$ cat src/rtl/mac_pkg.sv
// mac_pkg: operation codes, parameter sanity check and the saturating
// adder shared by the mac_bank accumulator engine.
package mac_pkg;

  // Operation encoding as seen on in_op.
  typedef enum logic [1:0] {
    OP_LOAD = 2'b00,
    OP_MAC  = 2'b01,
    OP_MSC  = 2'b10,
    OP_CLR  = 2'b11
  } mac_op_e;

  // Widest accumulator the shared adder can handle.
  localparam int MAX_ACC_W = 128;

  // The accumulator must at least hold a full product; bits beyond that are guard bits.
  localparam int GUARD_MIN_FACTOR = 2;

  // True when the width pair is legal for the engine.
  function automatic bit acc_w_ok(input int data_w, input int acc_w);
    return (data_w >= 1) && (acc_w >= GUARD_MIN_FACTOR * data_w) && (acc_w < MAX_ACC_W);
  endfunction

  // Adds two sign-extended operands and fits the sum into acc_w bits.
  // Returns {ovf, value}; only value[acc_w-1:0] is meaningful to the caller.
  // ovf is set when the exact sum is not representable in acc_w bits; the
  // value is then clamped (sat_en) or the low acc_w bits are kept (wrap).
  function automatic logic [MAX_ACC_W:0] sat_add(
    input logic signed [MAX_ACC_W-1:0] a,
    input logic signed [MAX_ACC_W-1:0] b,
    input int                          acc_w,
    input bit                          sat_en
  );
    logic signed [MAX_ACC_W:0] sum;
    logic signed [MAX_ACC_W:0] top;
    logic [MAX_ACC_W-1:0]      lim;
    logic [MAX_ACC_W-1:0]      val;
    logic                      ovf;
    sum = {a[MAX_ACC_W-1], a} + {b[MAX_ACC_W-1], b};
    // Every bit from the acc_w-1 sign position upward must agree for the sum to fit.
    top = sum >>> (acc_w - 1);
    ovf = !((top == '0) || (&top));
    // lim holds the most negative value; its complement is the most positive one.
    lim = {MAX_ACC_W{1'b1}} << (acc_w - 1);
    val = sum[MAX_ACC_W-1:0];
    if (ovf && sat_en) begin
      val = sum[MAX_ACC_W] ? lim : ~lim;
    end
    return {ovf, val};
  endfunction

endpackage

$ cat src/rtl/mac_acc_bank.sv
// mac_acc_bank: per-channel accumulators and sticky overflow flags. Performs
// the read-modify-write of acc[ch] in a single cycle so that back-to-back
// operations on one channel need no forwarding.
module mac_acc_bank
  import mac_pkg::*;
#(
  parameter int DATA_W   = 16,
  parameter int ACC_W    = 40,
  parameter int CHANNELS = 4,
  parameter int SAT_EN   = 1,
  parameter int CH_W     = (CHANNELS > 1) ? $clog2(CHANNELS) : 1
) (
  input  logic                      clk,
  input  logic                      reset_n,
  input  logic                      i_en,
  input  mac_op_e                   i_op,
  input  logic [CH_W-1:0]           i_ch,
  input  logic signed [2*DATA_W-1:0] i_prod,
  output logic                      o_hit,
  output logic signed [ACC_W-1:0]   o_acc,
  output logic                      o_ovf
);

  logic signed [ACC_W-1:0]     r_acc [CHANNELS];
  logic                        r_ovf [CHANNELS];

  logic                        w_in_range;
  logic                        w_wr;
  logic signed [ACC_W-1:0]     w_acc_cur;
  logic signed [MAX_ACC_W-1:0] w_opa;
  logic signed [MAX_ACC_W-1:0] w_opb;
  logic [MAX_ACC_W:0]          w_sat_full;
  logic                        w_ovf_next;
  logic                        w_unused_hi;

  // A bank that fills the whole channel code space needs no range check.
  if ((1 << CH_W) == CHANNELS) begin : g_full_range
    assign w_in_range = 1'b1;
  end else begin : g_partial_range
    assign w_in_range = ({1'b0, i_ch} < (CH_W + 1)'(CHANNELS));
  end

  // Out-of-range channels turn the operation into a bubble.
  assign w_wr      = i_en && w_in_range;
  assign w_acc_cur = r_acc[i_ch];

  // Select adder operands: LOAD = 0 + p, MAC = acc + p, MSC = acc - p, CLR = 0 + 0.
  always_comb begin
    w_opa = '0;
    w_opb = '0;
    case (i_op)
      OP_LOAD: w_opb = MAX_ACC_W'(i_prod);
      OP_MAC: begin
        w_opa = MAX_ACC_W'(w_acc_cur);
        w_opb = MAX_ACC_W'(i_prod);
      end
      OP_MSC: begin
        w_opa = MAX_ACC_W'(w_acc_cur);
        w_opb = -(MAX_ACC_W'(i_prod));
      end
      default: begin
        w_opa = '0;
        w_opb = '0;
      end
    endcase
  end

  assign w_sat_full  = sat_add(w_opa, w_opb, ACC_W, SAT_EN != 0);
  assign w_unused_hi = ^w_sat_full[MAX_ACC_W-1:ACC_W];

  // LOAD and CLR restart the channel, so they also clear its sticky flag.
  assign w_ovf_next = ((i_op == OP_LOAD) || (i_op == OP_CLR)) ? 1'b0
                    : (r_ovf[i_ch] | w_sat_full[MAX_ACC_W]);

  assign o_hit = w_wr;
  assign o_acc = w_sat_full[ACC_W-1:0];
  assign o_ovf = w_ovf_next;

  // Commit the updated accumulator and flag of the addressed channel.
  always_ff @(posedge clk or negedge reset_n) begin
    if (!reset_n) begin
      for (int i = 0; i < CHANNELS; i++) begin
        r_acc[i] <= '0;
        r_ovf[i] <= 1'b0;
      end
    end else if (w_wr) begin
      r_acc[i_ch] <= o_acc;
      r_ovf[i_ch] <= w_ovf_next;
    end
  end

endmodule

$ cat src/rtl/mac_bank.sv
// mac_bank: pipelined multi-channel multiply-accumulate engine. Operand stage,
// product stage, then accumulate + output register, all frozen together while
// the consumer holds off a pending result.
module mac_bank
  import mac_pkg::*;
#(
  parameter  int DATA_W   = 16,
  parameter  int ACC_W    = 40,
  parameter  int CHANNELS = 4,
  parameter  int SAT_EN   = 1,
  localparam int CH_W     = (CHANNELS > 1) ? $clog2(CHANNELS) : 1
) (
  input  logic                     clk,
  input  logic                     reset_n,
  input  logic                     in_valid,
  output logic                     in_ready,
  input  logic [1:0]               in_op,
  input  logic [CH_W-1:0]          in_ch,
  input  logic signed [DATA_W-1:0] in_a,
  input  logic signed [DATA_W-1:0] in_b,
  input  logic                     in_last,
  output logic                     out_valid,
  input  logic                     out_ready,
  output logic [CH_W-1:0]          out_ch,
  output logic signed [ACC_W-1:0]  out_acc,
  output logic                     out_ovf
);

  localparam int PROD_W = 2 * DATA_W;

  if (!acc_w_ok(DATA_W, ACC_W) || (CHANNELS < 1)) begin : g_bad_params
    $error("mac_bank: need DATA_W >= 1, 2*DATA_W <= ACC_W < %0d and CHANNELS >= 1", MAX_ACC_W);
  end

  // Operand stage
  logic                     r_s1_valid;
  mac_op_e                  r_s1_op;
  logic [CH_W-1:0]          r_s1_ch;
  logic signed [DATA_W-1:0] r_s1_a;
  logic signed [DATA_W-1:0] r_s1_b;
  logic                     r_s1_last;
  // Product stage
  logic                     r_s2_valid;
  mac_op_e                  r_s2_op;
  logic [CH_W-1:0]          r_s2_ch;
  logic signed [PROD_W-1:0] r_s2_prod;
  logic                     r_s2_last;
  // Output register
  logic                     r_out_valid;
  logic [CH_W-1:0]          r_out_ch;
  logic signed [ACC_W-1:0]  r_out_acc;
  logic                     r_out_ovf;

  logic                     w_stall;
  logic                     w_bank_en;
  logic                     w_bank_hit;
  logic signed [ACC_W-1:0]  w_bank_acc;
  logic                     w_bank_ovf;
  logic                     w_emit;

  // A held result that the consumer refuses freezes the whole pipe.
  assign w_stall   = r_out_valid && !out_ready;
  assign in_ready  = !w_stall;
  assign w_bank_en = r_s2_valid && !w_stall;
  assign w_emit    = w_bank_hit && r_s2_last;

  // Capture the offered operation when the pipe is moving.
  always_ff @(posedge clk or negedge reset_n) begin
    if (!reset_n) begin
      r_s1_valid <= 1'b0;
      r_s1_op    <= OP_LOAD;
      r_s1_ch    <= '0;
      r_s1_a     <= '0;
      r_s1_b     <= '0;
      r_s1_last  <= 1'b0;
    end else if (!w_stall) begin
      r_s1_valid <= in_valid;
      r_s1_op    <= mac_op_e'(in_op);
      r_s1_ch    <= in_ch;
      r_s1_a     <= in_a;
      r_s1_b     <= in_b;
      r_s1_last  <= in_last;
    end
  end

  // Register the full-width signed product alongside its control fields.
  always_ff @(posedge clk or negedge reset_n) begin
    if (!reset_n) begin
      r_s2_valid <= 1'b0;
      r_s2_op    <= OP_LOAD;
      r_s2_ch    <= '0;
      r_s2_prod  <= '0;
      r_s2_last  <= 1'b0;
    end else if (!w_stall) begin
      r_s2_valid <= r_s1_valid;
      r_s2_op    <= r_s1_op;
      r_s2_ch    <= r_s1_ch;
      r_s2_prod  <= PROD_W'(r_s1_a) * PROD_W'(r_s1_b);
      r_s2_last  <= r_s1_last;
    end
  end

  mac_acc_bank #(
    .DATA_W   (DATA_W),
    .ACC_W    (ACC_W),
    .CHANNELS (CHANNELS),
    .SAT_EN   (SAT_EN),
    .CH_W     (CH_W)
  ) u_bank (
    .clk     (clk),
    .reset_n (reset_n),
    .i_en    (w_bank_en),
    .i_op    (r_s2_op),
    .i_ch    (r_s2_ch),
    .i_prod  (r_s2_prod),
    .o_hit   (w_bank_hit),
    .o_acc   (w_bank_acc),
    .o_ovf   (w_bank_ovf)
  );

  // Load a new result or retire the consumed one; a simultaneous consume and
  // arrival simply overwrites, so there is no bubble between results.
  always_ff @(posedge clk or negedge reset_n) begin
    if (!reset_n) begin
      r_out_valid <= 1'b0;
      r_out_ch    <= '0;
      r_out_acc   <= '0;
      r_out_ovf   <= 1'b0;
    end else if (!w_stall) begin
      r_out_valid <= w_emit;
      if (w_emit) begin
        r_out_ch  <= r_s2_ch;
        r_out_acc <= w_bank_acc;
        r_out_ovf <= w_bank_ovf;
      end
    end
  end

  assign out_valid = r_out_valid;
  assign out_ch    = r_out_ch;
  assign out_acc   = r_out_acc;
  assign out_ovf   = r_out_ovf;

endmodule
$ cat config.mk
export PLATFORM = sky130hd
export DESIGN_NAME = mac_bank
export DESIGN_NICKNAME = d
export VERILOG_FILES = /design/src/rtl/mac_pkg.sv /design/src/rtl/mac_acc_bank.sv /design/src/rtl/mac_bank.sv
export SDC_FILE = /design/constraint.sdc
export NUM_CORES = 1
export LEC_CHECK = 0
export CAP_MARGIN = 30
export CORE_ASPECT_RATIO = 1.75
export CORE_MARGIN = 2
export CORE_UTILIZATION = 59
export DETAILED_ROUTE_END_ITERATION = 8
export PLACE_DENSITY_LB_ADDON = 0.12
export SYNTH_ARGS = -nofsm -noshare
export SYNTH_HDL_FRONTEND = slang
export SYNTH_SLANG_ARGS = --single-unit
$ cat constraint.sdc
create_clock -name clk -period 8.6 [get_ports clk]
set_input_delay 1.29 -clock clk [delete_from_list [all_inputs] [get_ports clk]]
set_output_delay 1.29 -clock clk [all_outputs]
set_load 0.005 [all_outputs]
==> results of run 1 <==
[logic make-up after synthesis]
logic type               share of synthesized area
AND/OR/NAND/NOR                              0.208
buffers and inverters                       0.0674
adder cells (fa/ha/maj)                      0.242
XOR/XNOR                                    0.0333
AO/OA/AOI/OAI                                0.178
flip-flops                                   0.210
multiplexers                                0.0615
[repair_timing]
| action | 4_1_cts |
|---|---|
| buffers inserted | 50 |
| hold endpoints to repair | 0 |
| pin swaps | 76 |
| setup endpoints to repair | 200 |
| gates resized for setup | 258 |
| cloned | 6 |
[through the flow]
step | setup WS [ns] | hold slack (ns) | std cells | TNS, ns | instance area (µm²)
CTS | -0.403 | 0.480 | 5615 | -65.80 | 42800
global placement | -1.16 | 0.450 | 5511 | -223.60 | 40400
floorplan | 0.0303 | 0.439 | 4184 | 0 | 33900
detailed placement | -1.26 | 0.462 | 5515 | -230.53 | 40500
[metal layers]
| layer | overflow | track usage |
|---|---|---|
| met4 | 1 | 0.615 |
| met5 | 0 | 0.0528 |
| met3 | 0 | 0.371 |
| met2 | 0 | 0.861 |
| met1 | 0 | 0.574 |
==> key figures, run 1 <==
Synth
  • Area leader, netlist: dfrtp_1
  • EDFF count, synth: 0
  • Synthesized area: 33900 µm²
  • Synth cell types: 91
  • Synthesized net count: 4724
  • Post-synth top area share: 0.210
  • Commonest cells post-synth: 711 x nand2_1, 351 x a21oi_1, 349 x inv_1, 324 x o21ai_0, 284 x dfrtp_1
  • Yosys reg bits: 284
  • Synth Instances: 4184
  • Post-synthesis sequential area ratio: 0.210
  • Synth async-reset ratio: 1.00
  • Synth top area cells: dfrtp_1 21%, fa_1 16%, ha_1 8.7%
  • Most common cell in the netlist: nand2_1
  • Syn avg cell area: 8.11 µm²
  • Synth Flop Type: dfrtp_1
  • YS warnings: 0

Floorplan
  • Die Wd: 185 µm
  • Die Y: 321 µm
  • # rows: 116
  • Ports: 86
  • Starting Density: 0.595

Outcome
  • Run Error: [ERROR GRT-0232] Routing congestion too high. Check the congestion heatmap in the GUI.
  • Stopping stage: global routing (5_1_grt)
  • Status: aborted with a tool error

Placed design
  • GPL Wtd Cong: 1.15
  • I/O Buffers: 85
  • HPWL Detailed: 109 mm

GRT
  • Total track usage: 0.605
  • Pin count of the biggest net entering global routing: 167
  • GRT overflow: 1

Clock network
  • Clk buf depth: 3
  • CTS Hold Bufs: 0
  • Root Driver: clkbuf_16
  • Num CTS Buffers: 25
  • Clock sink count: 284
  • CTS H-tree lvls: 1

Timing
  • Worst EP Category: sequential cell input
  • GRT worst endpoint: out_acc[36]$_DFFE_PN0P_/D
==> run 2, diff against run 1 <==
Settings changed: CORE_ASPECT_RATIO 1.75 to default, CORE_UTILIZATION 59 to 40, PLACE_DENSITY_LB_ADDON 0.12 to 0.15.
Clock period 8.6 ns to 11.2 ns, I/O delays scaled along.
==> run 2 against run 1 <==
Against the previous run: the flow now finishes without violations; synthesized area unchanged; synthesized cell count unchanged.
==> key figures, run 2 <==
Synth
  • Post-synthesis sequential area ratio: 0.210
  • Synth cell types: 91
  • Synth top area cells: dfrtp_1 21%, fa_1 16%, ha_1 8.7%
  • Synth Instances: 4184
  • Commonest cells post-synth: 711 x nand2_1, 351 x a21oi_1, 349 x inv_1, 324 x o21ai_0, 284 x dfrtp_1
  • Synthesized net count: 4724
  • Post-synth top area share: 0.210
  • Synth Flop Type: dfrtp_1
  • Synth async-reset ratio: 1.00
  • Most common cell in the netlist: nand2_1
  • EDFF count, synth: 0
  • Synthesized area: 33900 µm²
  • Area leader, netlist: dfrtp_1
  • Yosys reg bits: 284
  • Syn avg cell area: 8.11 µm²
  • YS warnings: 0

Placed design
  • Post-Place Cells: 5201
  • HPWL Detailed: 89.7 mm
  • I/O Buffers: 85
  • GPL Wtd Cong: 1.05

Cells and area
  • Layout cells sized above 1: 0.0608
  • Nets: 4641
  • Fin cells: 5261
  • Commonest non-fill, non-tap cell in the layout: nand2_1
  • Fillcell total: 8595
  • Syn-to-layout area delta: 8.33%
  • Most flops, register: u_bank.r_acc
  • Multi-input combinational cell area: 24600 µm²
  • Max FFs per register: 160
  • Most frequent cells in the layout: 709 x nand2_1, 350 x a21oi_1, 348 x inv_1, 322 x o21ai_0, 282 x dfrtp_1
  • Storage element area: 7110 µm²

Critical path
  • WP data arrival: 11.12 ns
  • Crit path launch type: register
  • Slowest CP cell: a221oi_1
  • Element type at the critical path end: register
  • Max stage delay on crit path: 0.59 ns
  • WP data required: 11.65 ns
  • Most frequent CP cell: or3_1
  • Setup CP Type: reg2reg
  • Crit path max fanout: 40

Drt
  • Detailed-route wire length per cell: 22.0 µm
  • DR pass1 iterations: 5
  • Final WL: 116 mm
  • Final ANT Viol Nets: 0
  • Initial DRC count: 2403
  • Vias: 30313
  • Number of remaining DRC errors: 0
  • Vias per cell: 5.76

Clock network
  • Root Driver: clkbuf_16
  • Post-cts sizing count: 0
  • Clk buf depth: 3
  • Clk slew on worst S/H paths: 0.06 ns
  • CTS Hold Bufs: 0
  • Num CTS Buffers: 31
  • Clock sink count: 284
  • TritonCTS clock tree: built
  • Clk_lat worst skew: 0.61 ns
  • CTS H-tree lvls: 1
  • Setup repair bufs after CTS: 0

GRT
  • Total track usage: 0.269
  • First-pass GRT wire length: 183 mm
  • Vias in the first global route: 30581
  • Initial antenna violation count: 2
  • Pin count of the biggest net entering global routing: 97
  • GRT overflow: 0

Timing
  • Worst-Margin Slew: 1.13 ns
  • Final setup vio count: 0
  • Fmax: 93.7 MHz
  • Final slew viol count: 0
  • Clk_skew: 0.0316 ns
  • RSZ-0062 raised after global routing: no
  • Min cycle time layout: 10.67 ns
  • Slew margin rel.: 0.238
  • Setup_tns: 0 ns
  • Final period utilization: 0.953
  • Final Hold Fails: 0

Floorplan
  • Die Wd: 295 µm
  • Die Area: 87100 µm²
  • Ports: 86
  • Die Y: 295 µm
  • Core region area: 83800 µm²
  • Starting Density: 0.405
  • # rows: 106

Run
  • # Max-Cap Violations: 0

Outcome
  • Status: complete, no violations

Hold path
  • Hold Crit Class: reg2reg
==> run 2: logic make-up (layout without fill, tap and decap cells) <==
family | count (synthesis) | count (layout) | synth area share
AO/OA/AOI/OAI | 1016 | 1016 | 0.178
XOR/XNOR | 129 | 129 | 0.0333
adder cells (fa/ha/maj) | 499 | 499 | 0.242
buffers and inverters | 596 | 537 | 0.0674
flip-flops | 284 | 284 | 0.210
multiplexers | 149 | 149 | 0.0615
other | 0 | 2 | 0
AND/OR/NAND/NOR | 1511 | 1511 | 0.208
==> run 2: metal layers <==
layer	vias to the layer above	part of all wire	GRT usage
li1	14198	-	-
met1	14966	0.45	0.370
met2	917	0.46	0.444
met3	230	0.052	0.0278
met4	2	0.038	0.0884
met5	-	0.000086	0
==> run 2: final cells by class <==
class                      instances  area share
antenna                            2    0.000136
clock buffer                      48      0.0248
clock inverter                     9     0.00320
inverter                         349      0.0357
multi-input combinational       3304       0.670
sequential                       284       0.194
tap                             1134      0.0386
timing repair buffer             131      0.0336
==> run 2: worst paths after layout <==
check / slack, ns / depth (start not counted) / start / end
max: 0.53 / 33 / r_s2_prod[1] / out_acc[2]
min: 0.47 / 2 / r_s1_op[0] / r_s1_op[0]
max reg2reg: 0.53 / 33 / r_s2_prod[1] / out_acc[2]
min reg2reg: 0.47 / 2 / r_s1_op[0] / r_s1_op[0]
max in group asynchronous: 8.59 / 2 / reset_n / r_s2_ch[0]
min in group asynchronous: 1.09 / 1 / reset_n / u_bank.r_acc[151]
==> run 2: critical path, delay by kind of cell, from the launching register on <==
| kind | cells | cell delay (ns) |
|---|---|---|
| AO/OA/AOI/OAI | 10 | 3.02 |
| multiplexers | 2 | 0.67 |
| flip-flops | 1 | 0.39 |
| adder cells (fa/ha/maj) | 2 | 0.72 |
| buffers and inverters | 2 | 0.49 |
| AND/OR/NAND/NOR | 17 | 5.09 |
==> run 2: per-stage QoR <==
stage | worst slack, ns | util | cell area, µm² | hold slack [ns]
global route | 0.0393 | 0.438 | 36700 | 0.488
finish | 0.529 | 0.438 | 36700 | 0.471
global placement | 0.447 | 0.425 | 35600 | 0.451
CTS | 0.423 | 0.438 | 36700 | 0.474
detailed placement | 0.441 | 0.425 | 35600 | 0.461
floorplan | 2.49 | - | 33900 | 0.439
Power of run 2 is left out: the tool's default activity adds up to more than one toggle a clock period on the data nets, which glitch-free logic cannot reach.
